<file path="src/rtl/conv_sum_tree_accu.sv">
// Saturating pipelined adder tree over NUMBER_OF_UNITS conv-unit outputs, followed by a
// per-pixel accumulator that adds the filter bias, applies optional ReLU and flags overflow.
module conv_sum_tree_accu #(
  parameter int DATA_WIDTH       = 32,
  parameter int NUMBER_OF_UNITS  = 11,
  parameter int NUMBER_OF_PASSES = 8
) (
  input  logic                                  clk,
  input  logic                                  reset,
  input  logic                                  in_valid,
  input  logic [NUMBER_OF_UNITS*DATA_WIDTH-1:0] unit_data_in,
  input  logic [DATA_WIDTH-1:0]                 data_bias,
  input  logic                                  relu_enable,
  input  logic                                  flush,
  output logic [DATA_WIDTH-1:0]                 data_out,
  output logic                                  out_valid,
  output logic [$clog2(NUMBER_OF_PASSES+1)-1:0] pass_count,
  output logic                                  overflow
);

  localparam int TREE_STAGES = (NUMBER_OF_UNITS > 1) ? $clog2(NUMBER_OF_UNITS) : 1;
  localparam int PASS_W      = $clog2(NUMBER_OF_PASSES + 1);
  localparam logic [PASS_W-1:0]     LAST_PASS = PASS_W'(NUMBER_OF_PASSES - 1);
  localparam logic [DATA_WIDTH-1:0] SAT_MAX   = {1'b0, {(DATA_WIDTH-1){1'b1}}};
  localparam logic [DATA_WIDTH-1:0] SAT_MIN   = {1'b1, {(DATA_WIDTH-1){1'b0}}};

  // Operand count at a given tree level; an odd leftover rides up unchanged.
  function automatic int level_count(input int lvl);
    int n;
    n = NUMBER_OF_UNITS;
    for (int k = 0; k < lvl; k++) n = (n + 1) / 2;
    return n;
  endfunction

  // Two's-complement add clamped to the signed range; returns {saturated, result}.
  function automatic logic [DATA_WIDTH:0] sat_add(input logic [DATA_WIDTH-1:0] a,
                                                  input logic [DATA_WIDTH-1:0] b);
    logic [DATA_WIDTH:0] s;
    s = {a[DATA_WIDTH-1], a} + {b[DATA_WIDTH-1], b};
    if (s[DATA_WIDTH] != s[DATA_WIDTH-1]) return {1'b1, s[DATA_WIDTH] ? SAT_MIN : SAT_MAX};
    return {1'b0, s[DATA_WIDTH-1:0]};
  endfunction

  logic [TREE_STAGES:1] stage_sat;

  for (genvar s = 0; s <= TREE_STAGES; s++) begin : g_lvl
    localparam int N_OUT = level_count(s);
    logic                  vld;
    logic [DATA_WIDTH-1:0] bias;
    logic                  relu;

    if (s == 0) begin : g_br
      for (genvar i = 0; i < N_OUT; i++) begin : g_op
        logic [DATA_WIDTH-1:0] val;
        assign val = unit_data_in[i*DATA_WIDTH +: DATA_WIDTH];
      end
      // A beat presented together with flush never enters the tree.
      assign vld  = in_valid & ~flush;
      assign bias = data_bias;
      assign relu = relu_enable;
    end else begin : g_br
      localparam int N_IN = level_count(s - 1);
      logic                  vld_d, vld_q;
      logic [DATA_WIDTH-1:0] bias_q;
      logic                  relu_q;
      logic [N_OUT-1:0]      sat_vec;

      for (genvar i = 0; i < N_OUT; i++) begin : g_op
        logic [DATA_WIDTH:0]   sum;
        logic [DATA_WIDTH-1:0] val_d, val_q, val;
        if (2*i + 1 < N_IN) begin : g_pair
          assign sum = sat_add(g_lvl[s-1].g_br.g_op[2*i].val, g_lvl[s-1].g_br.g_op[2*i+1].val);
        end else begin : g_pair
          assign sum = {1'b0, g_lvl[s-1].g_br.g_op[2*i].val};
        end
        assign sat_vec[i] = sum[DATA_WIDTH];
        always_comb begin
          val_d = sum[DATA_WIDTH-1:0];
        end
        // NOTE: tree operands are pure datapath qualified by the valid bit, so they carry no reset.
        always_ff @(posedge clk) begin
          val_q <= val_d;
        end
        assign val = val_q;
      end

      // NOTE: every always_comb output gets a value on all paths, so no latch is inferred.
      always_comb begin
        vld_d = g_lvl[s-1].vld & ~flush;
      end

      // NOTE: sequential state uses <= so every flop samples pre-edge values.
      always_ff @(posedge clk or posedge reset) begin
        if (reset) vld_q <= 1'b0;
        else       vld_q <= vld_d;
      end

      always_ff @(posedge clk) begin
        bias_q <= g_lvl[s-1].bias;
        relu_q <= g_lvl[s-1].relu;
      end

      assign vld          = vld_q;
      assign bias         = bias_q;
      assign relu         = relu_q;
      assign stage_sat[s] = (|sat_vec) & g_lvl[s-1].vld & ~flush;
    end
  end

  logic                  tree_vld, tree_relu;
  logic [DATA_WIDTH-1:0] tree_sum, tree_bias;

  assign tree_vld  = g_lvl[TREE_STAGES].vld;
  assign tree_relu = g_lvl[TREE_STAGES].relu;
  assign tree_bias = g_lvl[TREE_STAGES].bias;
  assign tree_sum  = g_lvl[TREE_STAGES].g_br.g_op[0].val;

  logic [DATA_WIDTH-1:0] acc_d, acc_q, data_out_d, data_out_q;
  logic [PASS_W-1:0]     pass_d, pass_q;
  logic                  out_valid_d, out_valid_q, overflow_d, overflow_q;
  logic [DATA_WIDTH:0]   acc_sum;

  // The first beat of a pixel starts from the bias it travelled with, later beats from the accumulator.
  always_comb begin
    acc_d       = acc_q;
    pass_d      = pass_q;
    data_out_d  = data_out_q;
    out_valid_d = 1'b0;
    overflow_d  = overflow_q | (|stage_sat);
    acc_sum     = sat_add((pass_q == '0) ? tree_bias : acc_q, tree_sum);
    if (flush) begin
      acc_d  = '0;
      pass_d = '0;
    end else if (tree_vld) begin
      overflow_d = overflow_d | acc_sum[DATA_WIDTH];
      acc_d      = acc_sum[DATA_WIDTH-1:0];
      if (pass_q == LAST_PASS) begin
        pass_d      = '0;
        out_valid_d = 1'b1;
        data_out_d  = (tree_relu && acc_sum[DATA_WIDTH-1]) ? '0 : acc_sum[DATA_WIDTH-1:0];
      end else begin
        pass_d = pass_q + PASS_W'(1);
      end
    end
  end

  always_ff @(posedge clk or posedge reset) begin
    if (reset) begin
      acc_q       <= '0;
      pass_q      <= '0;
      data_out_q  <= '0;
      out_valid_q <= 1'b0;
      overflow_q  <= 1'b0;
    end else begin
      acc_q       <= acc_d;
      pass_q      <= pass_d;
      data_out_q  <= data_out_d;
      out_valid_q <= out_valid_d;
      overflow_q  <= overflow_d;
    end
  end

  assign data_out   = data_out_q;
  assign out_valid  = out_valid_q;
  assign pass_count = pass_q;
  assign overflow   = overflow_q;

endmodule

</file>
<file path="config.mk">
export PLATFORM = sky130hd
export DESIGN_NAME = conv_sum_tree_accu
export DESIGN_NICKNAME = d
export VERILOG_FILES = /design/src/rtl/conv_sum_tree_accu.sv
export SDC_FILE = /design/constraint.sdc
export NUM_CORES = 1
export LEC_CHECK = 0
export CORE_MARGIN = 2
export CORE_UTILIZATION = 40
export CTS_BUF_LIST = sky130_fd_sc_hd__clkbuf_16
export CTS_CLUSTER_DIAMETER = 150
export DETAILED_ROUTE_END_ITERATION = 12
export PLACE_DENSITY_LB_ADDON = 0.08
export SKIP_CTS_REPAIR_TIMING = 1
export SLEW_MARGIN = 20
export SYNTH_ARGS = -nofsm -noshare
export SYNTH_HDL_FRONTEND = slang
export SYNTH_SLANG_ARGS = --single-unit
</file>
<file path="constraint.sdc">
create_clock -name clk -period 10.3 [get_ports clk]
set_input_delay 2.06 -clock clk [delete_from_list [all_inputs] [get_ports clk]]
set_output_delay 2.06 -clock clk [all_outputs]
set_load 0.01 [all_outputs]
</file>
==> impl_metrics.json <==
{
  "worst-path-max-fanout": 32,
  "synthXorXnorAreaFrac_pct": 7.535,
  "synthMuxAreaShare_pct": 1.392,
  "min_path_type": "flip-flop to flip-flop",
  "synth-compound-area-share_pct": 26.50,
  "rows": 106,
  "fin_nets": 4873,
  "rsz0062_at_grt": "false",
  "root_buffer": "clkbuf_16",
  "maxCapViolations": 0,
  "cts-htree-levels": 3,
  "path_clk_slew_ns": 0.06,
  "ys.flop_type": "dfxtp_1",
  "synth_edf_count": 0,
  "place_congestion": 0.8806,
  "seq_area_sq_mm": 0.01218,
  "io_buffers": 426,
  "core_area_sq_mm": 0.08356,
  "synthAdderAreaFrac_pct": 14.54,
  "synth_top_family_by_area": "compound AO/OA/AOI/OAI gates",
  "synth.avg_cell_area_sq_um": 9.086,
  "die_w_um": 294.3,
  "antenna_found_initial": 3,
  "final_cell_area_sq_mm": 0.04123,
  "grt_pass1_wl_um": 144800,
  "synthTopCellsByArea": "dfxtp_1, ha_1, o21ai_0",
  "ant_nets": 0,
  "cts.path.max_buffers": 3,
  "dieArea_sq_mm": 0.08661,
  "max_freq_mhz": 144.7,
  "ys_types": 104,
  "cts_sinks": 590,
  "netlist_instances": 3710,
  "finalSetupViolations": 0,
  "relSlewSlack_pct": 34.82,
  "crit_slowest_cell": "o21ai_0",
  "crit_chain": "clkdlybuf4s50_1 > ha_1 > fa_1 > a21o_1 > a21oi_1 > nor2b_1 > o21ai_0 > o21ai_1 > a21oi_2 > o22ai_1 > o31ai_1 > ha_1 > buf_4 > or4_1 > o21ai_0 > o2111ai_1",
  "criticalPathCategory": "input pin to flip-flop",
  "synthSimpleGateAreaFrac_pct": 10.90,
  "place.detailed.hpwl_um": 72550,
  "rr_startpoint": "pass_count[0]$_DFFE_PP0P_",
  "hp-start": "g_lvl[3].bias[20]$_DFF_P_",
  "synth_nets": 4484,
  "totalWireLength_um": 91330,
  "drt_iter0_markers": 1510,
  "synth_top_cell_by_area": "dfxtp_1",
  "syn2layout_area_growth_pct": 22.32,
  "multi_input_area_sq_mm": 0.02053,
  "layout.cells.non_filler": 5235,
  "final_util_pct": 49.34,
  "cts_tree": "done",
  "ys_warn_count": 0,
  "boundaryPins": 427,
  "nFillCells": 8108,
  "finalMaxSlewViolations": 0,
  "crit_arrival_ns": 7.36,
  "grt_overflow": 0,
  "p_leak_uw": 0.01784,
  "hold_viol_final": 0,
  "synthArstFlopShare_pct": 12.54,
  "yosysTopAreaCellShare_pct": 30.65,
  "dp.cells": 5108,
  "post_drt_wl_per_cell_um": 17.45,
  "worst-endpoint-required_ns": 10.75,
  "grt.total_usage_pct": 20.64,
  "vias": 28100,
  "fin_tns_setup_ns": 0,
  "initial_core_util_pct": 40.34,
  "grt_start_max_net_pins": 75,
  "viasPerCell": 5.367,
  "placed_area_sq_mm": 0.03893,
  "critical_path.startpoint": "unit_data_in[0]",
  "ys_ff_latch": 590,
  "grt_pass1_vias": 27550,
  "start_kind": "input pin",
  "ys_seq_area_share_pct": 36.14,
  "drive_above_1_share_pct": 5.466,
  "skew_ns": 0.02420,
  "min_period_over_period_pct": 67.09,
  "numCtsBuffers": 68,
  "ir_drop_mv": 0.3421,
  "drcViolationCount": 0,
  "syn_area_sq_mm": 0.03371,
  "max_stage_delay_ns": 0.55,
  "clkLatencyLatePin_ns": 0.62,
  "die_y_um": 294.3,
  "first_pass_iters": 7,
  "end_kind": "flip-flop",
  "power_per_cell_area_mw_per_mm2": 352.3,
  "tightest_slew_ns": 0.9777,
  "period_minus_slack_ns": 6.910,
  "hold_slack_ns": 0.3061,
  "status": "finished, final reports clean"
}
-- area by class of cell --
| class | instances | share of cell area, % |
|---|---|---|
| Clock inverter | 55 | 1.338 |
| Tap cell | 1080 | 3.278 |
| Multi-Input combinational cell | 2867 | 49.80 |
| Antenna cell | 2 | 0.01214 |
| Timing Repair Buffer | 442 | 10.65 |
| Sequential cell | 590 | 29.55 |
| Inverter | 130 | 1.184 |
| Clock buffer | 69 | 4.188 |
-- per-stage QoR --
| step | setup slack, ns | power, uW |
|---|---|---|
| final | 3.390 | 14520 |
| after floorplan | 4.650 | 9758 |
| after global routing | 3.069 | 15840 |
| after detailed placement | 2.787 | 12140 |
| after CTS | 3.446 | 14650 |
| after global placement | 2.841 | 12090 |
-- layer usage --
layer	part of all wire [%]	vias to the layer above	track usage, %	routed length, um
met3	3.0	107	2.511	2766
met1	45	13060	26.34	41080
met4	1.9	0	4.816	1696
met5	0	-	0	0
met2	50	472	36.90	45780
li1	-	14450	-	-
-- flip-flops by register name (all words and copies together) (netlist names) --
signal               count
data_out                32
g_lvl.g_br.g_op.val    384
acc_q                   32
g_lvl.g_br.vld_q         4
g_lvl.g_br.relu_q        4
overflow                 1
pass_count               4
g_lvl.bias             128
out_valid                1
-- final timing paths --
kind | depth (start not counted) | slack [ns] | to
max | 16 | 3.39 | overflow$_DFF_PP0_
min | 0 | 0.31 | g_lvl[4].bias[20]$_DFF_P_
min in group asynchronous | 3 | 1.96 | out_valid$_DFF_PP0_
max in group asynchronous | 3 | 7.84 | data_out[2]$_DFFE_PP0P_
min reg2reg | 0 | 0.31 | g_lvl[4].bias[20]$_DFF_P_
max reg2reg | 16 | 5.09 | data_out[8]$_DFFE_PP0P_
-- cells by family after synthesis --
logic type / after synthesis
buffers and inverters: 253
AND/OR/NAND/NOR: 754
multiplexers: 43
XOR/XNOR: 290
adder cells (fa/ha/maj): 385
flip-flops: 590
AO/OA/AOI/OAI: 1395
-- layout by cell type (no fill, tap or decap), types with 62 or more instances in the layout --
| cell | count |
|---|---|
| dfxtp_1 | 516 |
| o21ai_0 | 433 |
| clkdlybuf4s50_1 | 426 |
| ha_1 | 374 |
| a21oi_1 | 284 |
| nand2_1 | 227 |
| a21o_1 | 176 |
| nor2_1 | 171 |
| xnor2_1 | 155 |
| inv_1 | 137 |
| xor2_1 | 135 |
| dfrtp_1 | 74 |
| clkbuf_16 | 69 |
| nand3_1 | 64 |
| o21bai_1 | 64 |
| a211oi_1 | 62 |
-- critical path, delay by kind of cell --
kind	cells	cell delay, ns
AOI/OAI and AO/OA	9	2.87
buffers and inverters	2	0.71
and+or+nand+nor	2	0.62
adders and majority gates	3	1.06
-- power breakdown --
group	leakage, uW	switching (uW)	internal, uW	total [uW]
Clock	0.00116	989	1440	2430
Sequential	0.00538	392	3210	3600
Combinational	0.0113	5190	3310	8500
-- synthesized netlist by cell type, drive strengths merged, types with 27 or more instances --
| master | instances |
|---|---|
| xor2 | 135 |
| o21a | 50 |
| xnor2 | 155 |
| o211ai | 35 |
| nor2 | 171 |
| mux2 | 31 |
| dfrtp | 74 |
| and3 | 32 |
| clkbuf | 96 |
| a31oi | 52 |
| nand2b | 37 |
| buf | 27 |
| a21o | 179 |
| o31ai | 43 |
| inv | 129 |
| o21ai | 455 |
| nand2 | 227 |
| nor3 | 60 |
| nand3 | 64 |
| a211oi | 65 |
| a21oi | 287 |
| o21bai | 64 |
| dfxtp | 516 |
| nand4 | 41 |
| ha | 374 |
No activity file was read; power rests on OpenSTA's default activity.
